[config.mk]
export PLATFORM = sky130hd
export DESIGN_NAME = regfile_wb_arbiter
export DESIGN_NICKNAME = d
export VERILOG_FILES = /design/src/rtl/regfile_wb_arbiter.sv
export SDC_FILE = /design/constraint.sdc
export NUM_CORES = 1
export LEC_CHECK = 0
export BUFFER_PORTS_ARGS = -buffer_cell sky130_fd_sc_hd__buf_2
export CAP_MARGIN = 30
export CORE_AREA = 2 2 60 62
export CTS_CLUSTER_DIAMETER = 80
export CTS_CLUSTER_SIZE = 14
export DETAILED_ROUTE_END_ITERATION = 10
export DIE_AREA = 0 0 62 64
export PLACE_DENSITY_LB_ADDON = 0.2
export REMOVE_ABC_BUFFERS = 1
export SLEW_MARGIN = 20
export SYNTH_ARGS = -nofsm -noshare
export SYNTH_HDL_FRONTEND = slang
export SYNTH_SLANG_ARGS = --single-unit
[constraint.sdc]
create_clock -name clk -period 3 [get_ports clk]
set_clock_uncertainty 0.05 [all_clocks]
set_input_delay 0.45 -clock clk [delete_from_list [all_inputs] [get_ports clk]]
set_output_delay 0.45 -clock clk [all_outputs]
set_load 0.02 [all_outputs]
[src/rtl/regfile_wb_arbiter.sv]
// Round-robin arbiter sharing the regfile write port between writeback sources.
// Define REGFILE_WB_SCOREBOARD_EN to add the in-flight register scoreboard.
module regfile_wb_arbiter #(
  parameter int NUM_REQ = 2,
  parameter int DATA_W  = 32,
  parameter int ADDR_W  = 5
) (
  input  logic                      clk,
  input  logic                      rst,
  input  logic [NUM_REQ-1:0]        req_valid,
  input  logic [NUM_REQ*ADDR_W-1:0] req_dest,
  input  logic [NUM_REQ*DATA_W-1:0] req_data,
  output logic [NUM_REQ-1:0]        req_ready,
  output logic                      rf_load,
  output logic [ADDR_W-1:0]         rf_dest,
  output logic [DATA_W-1:0]         rf_in,
  input  logic                      alloc_valid,
  input  logic [ADDR_W-1:0]         alloc_dest,
  input  logic                      flush,
  output logic [2**ADDR_W-1:0]      busy_vec
);

  localparam int PTR_W = (NUM_REQ > 1) ? $clog2(NUM_REQ) : 1;
  localparam logic [PTR_W:0] NREQ_W = (PTR_W+1)'(NUM_REQ);
  localparam logic [PTR_W-1:0] LAST = PTR_W'(NUM_REQ - 1);

  logic [PTR_W-1:0] rr_ptr;
  logic [PTR_W-1:0] gnt_idx;
  logic             gnt_found;
  logic [PTR_W:0]   sum;
  logic [PTR_W-1:0] idx;

  // Search from rr_ptr, wrapping by compare so odd NUM_REQ works.
  always_comb begin
    gnt_found = 1'b0;
    gnt_idx   = '0;
    sum       = '0;
    idx       = '0;
    for (int k = 0; k < NUM_REQ; k++) begin
      sum = {1'b0, rr_ptr} + (PTR_W+1)'(k);
      if (sum >= NREQ_W)
        sum = sum - NREQ_W;
      idx = sum[PTR_W-1:0];
      if (!gnt_found && req_valid[idx]) begin
        gnt_found = 1'b1;
        gnt_idx   = idx;
      end
    end
    if (rst)
      gnt_found = 1'b0;
  end

  always_comb begin
    req_ready = '0;
    rf_load   = 1'b0;
    rf_dest   = '0;
    rf_in     = '0;
    if (gnt_found) begin
      req_ready[gnt_idx] = 1'b1;
      rf_load = 1'b1;
      rf_dest = req_dest[gnt_idx*ADDR_W +: ADDR_W];
      rf_in   = req_data[gnt_idx*DATA_W +: DATA_W];
    end
  end

  always_ff @(posedge clk) begin
    if (rst)
      rr_ptr <= '0;
    else if (gnt_found)
      rr_ptr <= (gnt_idx == LAST) ? '0 : gnt_idx + 1'b1;
  end

`ifdef REGFILE_WB_SCOREBOARD_EN
  logic [2**ADDR_W-1:0] busy_q;
  logic [2**ADDR_W-1:0] busy_d;

  // Alloc is applied after the clear so a new producer wins.
  always_comb begin
    busy_d = busy_q;
    if (flush) begin
      busy_d = '0;
    end else begin
      if (rf_load)
        busy_d[rf_dest] = 1'b0;
      if (alloc_valid && alloc_dest != '0)
        busy_d[alloc_dest] = 1'b1;
    end
    busy_d[0] = 1'b0;
  end

  always_ff @(posedge clk) begin
    if (rst)
      busy_q <= '0;
    else
      busy_q <= busy_d;
  end

  assign busy_vec = busy_q;
`else
  logic unused_sb;
  assign unused_sb = ^{alloc_valid, alloc_dest, flush};
  assign busy_vec  = '0;
`endif

endmodule

==> reports/qor.yml, run 1 <==
status:
  status: "complete, no violations"
timing:
  relSlewSlack_pct: 52.8
  period_share_pct: 69.1
  slew_viol_final: 0
  post-route-min-period_ns: 2.07
  hold_violations: 0
  rsz0062_at_grt: "no"
  tns_ns: 0
  setup_viol: 0
  max_freq_ghz: 0.482
  worst_pin_slew_ns: 0.707
layout:
  final_nets: 325
  fill_cells: 372
  syn_to_final_growth_pct: 51.4
  stdcell_count: 284
  largestRegisters: "rr_ptr x1"
  n_antenna_cell: 0
  drive_gt1_share_pct: 51.7
  largest_reg_flops: 1
  largest_register: "rr_ptr"
die:
  die_x_um: 62
  rows: 21
  start_util_pct: 26.8
  die_h_um: 64
  dieArea_um2: 3970
  fp.coreArea_um2: 3280
  io_pins: 157
min_path:
  hold_class: "flop to flop"
  whs_path_depth: 1
  hold-path-endpoint: "rr_ptr"
  hp-start: "rr_ptr"
setup_path:
  critPathKind: "primary input to primary output"
  critPathMaxFanout: 18
  end_kind: "primary output"
  reg2reg_depth: 2
  timing.rr.start: "rr_ptr"
  cp_slowest_stage_delay_ns: 0.34
  path_cells: "buf_2 -> a21boi_2 -> buf_4 -> a32oi_1 -> nor2_1 -> buf_2"
  worstPathArrival_ns: 1.57
  timing.rr.end: "rr_ptr"
  crit_cells: 6
  worstPathRequired_ns: 2.50
  start_kind: "primary input"
  rrSetupSlack_ns: 2.29
  crit_buf_inv: 3
  crit_family: "buffers and inverters"
  timing.critical_path.mode_cell: "buf_2"
  crit_slowest_cell: "a21boi_2"
power_and_ir_drop:
  p_leak_nw: 0.781
  ir_worst_vdd_mv: 0.0671
  p_per_area_nw_per_um2: 201
route:
  vias: 1292
  ant_nets: 0
  via_per_inst: 4.55
  drt_wl_total_um: 3260
  drt_iter0_markers: 36
  drc: 0
  first_pass_iters: 4
  wl_per_cell_um: 11.5
global_routing:
  grt_overflow: 0
  grt_first_pass_wirelength_um: 4550
  grt_pass1_vias: 1064
  grt_max_degree: 42
  gr-usage-all-layers_pct: 14.1
  antenna_found_initial: 0
synthesis:
  synthCells: 133
  ys_ff_latch: 1
  yosysUniqueCellTypes: 13
  ys_seq_area_share_pct: 2.27
  synth_area_um2: 881
  yosysWarnings: 0
  post_synth.cell_area_avg_um2: 6.62
placement:
  portBuffers: 117
  place_hpwl_um: 2470
  dp.cells: 284
  gp_congestion: 0.692
clock_network:
  clkTransAtPathRegs_ns: 0
  insertion_delay_ns: 0
  post_cts_resized: 0
  post-cts-setup-buffers: 0
  ctsHoldBuffers: 0
job:
  drv_cap: 0
==> per-stage QoR <==
step	utilization, %	instance area [µm²]	setup slack [ns]	hold WS, ns	power (mW)
5_1_grt	40.6	1330	0.763	0.505	0.294
2_1_floorplan	-	653	0.811	0.418	0.155
6_report	40.6	1330	0.926	0.451	0.268
3_5_place_dp	40.6	1330	0.891	0.453	0.268
3_3_place_gp	40.6	1330	0.877	0.446	0.268
4_1_cts	40.6	1330	0.889	0.452	0.269
==> cells by family after synthesis <==
family | after synthesis | synth area share, %
buf+inv | 48 | 39.1
simple gates | 44 | 19.3
compound gates | 39 | 38.9
flops | 1 | 2.27
other cells | 1 | 0.426
==> cells in the mapped netlist <==
master | n | area [µm²]
nor2_1 | 41 | 154
a32oi_1 | 37 | 324
buf_4 | 33 | 248
clkbuf_1 | 8 | 30.0
buf_6 | 5 | 56.3
buf_2 | 2 | 10.0
a211oi_1 | 1 | 7.51
a21boi_2 | 1 | 11.3
conb_1 | 1 | 3.75
dfxtp_1 | 1 | 20.0
nand2_1 | 1 | 3.75
nand2b_1 | 1 | 6.26
nor2b_1 | 1 | 6.26
==> area by class of cell <==
class	count	area [µm²]	share of cell area, %
multi-input combinational	115	633	47.5
timing repair buffer	122	623	46.7
tap	46	57.6	4.32
sequential	1	20.0	1.50
==> where the power goes <==
part / leakage, nW / internal [mW] / switching (mW)
clock network: 0 / 0 / 0
logic: 0.773 / 0.0910 / 0.161
registers: 0.00835 / 0.0147 / 0.00115
total: 0.781 / 0.106 / 0.162
==> worst max path at each step <==
stage / to / start
2_1_floorplan: req_ready[0] / req_valid[0]
3_3_place_gp: rf_in[3] / req_valid[0]
3_5_place_dp: rf_in[3] / req_valid[0]
4_1_cts: rf_in[3] / req_valid[0]
5_1_grt: rf_in[25] / req_valid[0]
6_report: rf_in[3] / req_valid[0]
==> worst register-to-register path: stages, from the launching register on <==
cell and delay (ns):
dfxtp_1 0.36, nor2_1 0.06, a211oi_1 0.15
==> cells in the final DEF (no fill, tap or decap), drive strengths merged <==
cell type  netlist  final
buf             40    122
a211oi           1      1
dfxtp            1      1
nor2b            1      1
a32oi           37     37
conb             1     32
nand2b           1      1
a21boi           1      1
nor2            41     41
nand2            1      1
==> routing by layer <==
metal	vias up	routed length [µm]	global-route usage [%]
li1	643	-	-
met1	569	1290	14.9
met2	78	1640	28.9
met3	2	317	1.21
met4	0	16	1.33
met5	-	0	0
(Power assumes the default switching activity.)
==> run 2, diff against run 1 <==
--- a/config.mk
+++ b/config.mk
@@ -7,11 +7,11 @@
 export LEC_CHECK = 0
 export BUFFER_PORTS_ARGS = -buffer_cell sky130_fd_sc_hd__buf_2
 export CAP_MARGIN = 30
-export CORE_AREA = 2 2 60 62
+export CORE_MARGIN = 2
+export CORE_UTILIZATION = 27
 export CTS_CLUSTER_DIAMETER = 80
 export CTS_CLUSTER_SIZE = 14
 export DETAILED_ROUTE_END_ITERATION = 10
-export DIE_AREA = 0 0 62 64
 export PLACE_DENSITY_LB_ADDON = 0.2
 export REMOVE_ABC_BUFFERS = 1
 export SLEW_MARGIN = 20
==> constraint.sdc (replaced) <==
create_clock -name clk -period 2.1 [get_ports clk]
set_clock_uncertainty 0.05 [all_clocks]
set_input_delay 0.315 -clock clk [delete_from_list [all_inputs] [get_ports clk]]
set_output_delay 0.315 -clock clk [all_outputs]
set_load 0.02 [all_outputs]
==> run 2 against run 1 <==
Register-to-register slack worse by 0.91 ns. Largest cell class is now buffers. Global-route usage is 1.1 points higher. Hold slack got worse by 0.00090 ns. Cell count is 0.70% lower. Routed wire length is essentially flat. Utilization increased by 3.0 points. Worst setup slack worse by 0.50 ns. Die area decreased by 5.9%. Via count increased by 1.0%.
==> reports/qor.yml, run 2 (synthesized netlist as in run 1, its figures left out) <==
status:
  status: "complete, no violations"
placement:
  gp_congestion: 0.713  # +3.0%
  place_area_um2: 1340  # +0.75%
  portBuffers: 117  # unchanged
  place_hpwl_um: 2420  # -2.2%
layout:
  largestRegisters: "rr_ptr x1"
  layout_common_cells: "117 x buf_2, 41 x nor2_1, 37 x a32oi_1, 32 x conb_1, 4 x buf_4"
  design_area_um2: 1340  # +0.75%
  multi_input_area_um2: 633  # unchanged
  drive_gt1_share_pct: 51.7  # unchanged
  syn_to_final_growth_pct: 52.6
  register_area_um2: 20.0  # unchanged
  n_antenna_cell: 0  # unchanged
  fill_cells: 349  # -6.2%
  largest_reg_flops: 1  # unchanged
  fin_util_pct: 43.7  # +3.0 points
  largest_register: "rr_ptr"
  final_nets: 325  # unchanged
  mostFrequentLayoutCell: "buf_2"
timing:
  slew_viol_final: 0  # unchanged
  post-route-min-period_ns: 1.68
  rsz0062_at_grt: "no"
  period_share_pct: 79.9
  setup_viol: 0  # unchanged
  max_freq_ghz: 0.596
  tns_ns: 0  # unchanged
  hold_violations: 0  # unchanged
route:
  drt_iter0_markers: 64  # +78%
  wl_per_cell_um: 11.6  # +0.77%
  first_pass_iters: 4  # unchanged
  via_per_inst: 4.63  # +1.7%
  drc: 0  # unchanged
  drt_wl_total_um: 3260  # about the same
  vias: 1305  # +1.0%
  ant_nets: 0  # unchanged
power_and_ir_drop:
  p_per_area_nw_per_um2: 286  # +43%
  ir_worst_vdd_mv: 0.121  # +81%
  p_leak_nw: 0.786  # +0.58%
die:
  die_x_um: 61.1  # -1.4%
  rows: 20  # -4.8%
  fp.coreArea_um2: 3080  # -6.3%
  die_h_um: 61.1  # -4.5%
  dieArea_um2: 3740  # -5.9%
  io_pins: 157  # unchanged
  start_util_pct: 28.6  # +1.8 points
setup_path:
  worstPathArrival_ns: 1.31  # -0.26 ns
  crit_start: "req_valid[0]"
  timing.rr.start: "rr_ptr"
  start_kind: "primary input"
  end_kind: "primary output"
  rrSetupSlack_ns: 1.38  # -0.91 ns
  critPathMaxFanout: 38  # +20
  worstPathRequired_ns: 1.74  # -0.76 ns
  critPathKind: "primary input to primary output"
global_routing:
  met2_usage_pct: 31.8  # +2.9 points
  antenna_found_initial: 0  # unchanged
  grt_first_pass_wirelength_um: 4600  # +1.2%
  grtUsageMet1_pct: 16.8  # +1.9 points
  grt_max_degree: 41  # -2.4%
  grt_pass1_vias: 1090  # +2.4%
  grt-busiest-layer: "met2"
  met3_usage_pct: 1.26  # +0.046 points
  grt_overflow: 0  # unchanged
  gr-usage-all-layers_pct: 15.2  # +1.1 points
clock_network:
  clkTransAtPathRegs_ns: 0  # unchanged
  post_cts_resized: 0  # unchanged
  insertion_delay_ns: 0  # unchanged
  ctsHoldBuffers: 0  # unchanged
  post-cts-setup-buffers: 0  # unchanged
min_path:
  hold_class: "flop to flop"
  hp-start: "rr_ptr"
job:
  drv_cap: 0  # unchanged
[run 2: final cells by class]
type / instances / area share, %
multi-input combinational: 115 / 47.1
sequential: 1 / 1.49
tap: 44 / 4.10
timing repair buffer: 122 / 47.3
[run 2: final timing paths]
kind | endpoint | cells after the start
worst max-delay path | rf_in[3] | 6
worst min-delay path | rr_ptr | 1
worst max register to register | rr_ptr | 2
worst min register to register | rr_ptr | 1
[run 2: routing by layer]
metal | part of all wire [%] | up-vias
met5 | 0 | -
met1 | 38 | 577
met4 | 0.40 | 0
met3 | 11 | 2
li1 | - | 642
met2 | 51 | 84
[run 2: report_power, final]
group          switching (mW)  total (mW)  internal, mW
registers             0.00156      0.0225        0.0210
clock network               0           0             0
logic                   0.230       0.362         0.132
total                   0.232       0.385         0.153
[run 2: stage by stage]
stage,worst slack [ns],hold WS (ns),total power [mW],cells
CTS,0.418,0.451,0.386,282
detailed placement,0.424,0.448,0.386,282
global placement,0.430,0.440,0.384,282
global route,0.256,0.492,0.419,282
floorplan,0.112,0.343,0.222,116
finish,0.423,0.450,0.385,282
[run 2: worst max-delay path, stage by stage]
cell	delay, ns
buf_2	0.11
a21boi_2	0.14
buf_4	0.35
a32oi_1	0.09
nor2_1	0.11
buf_2	0.17
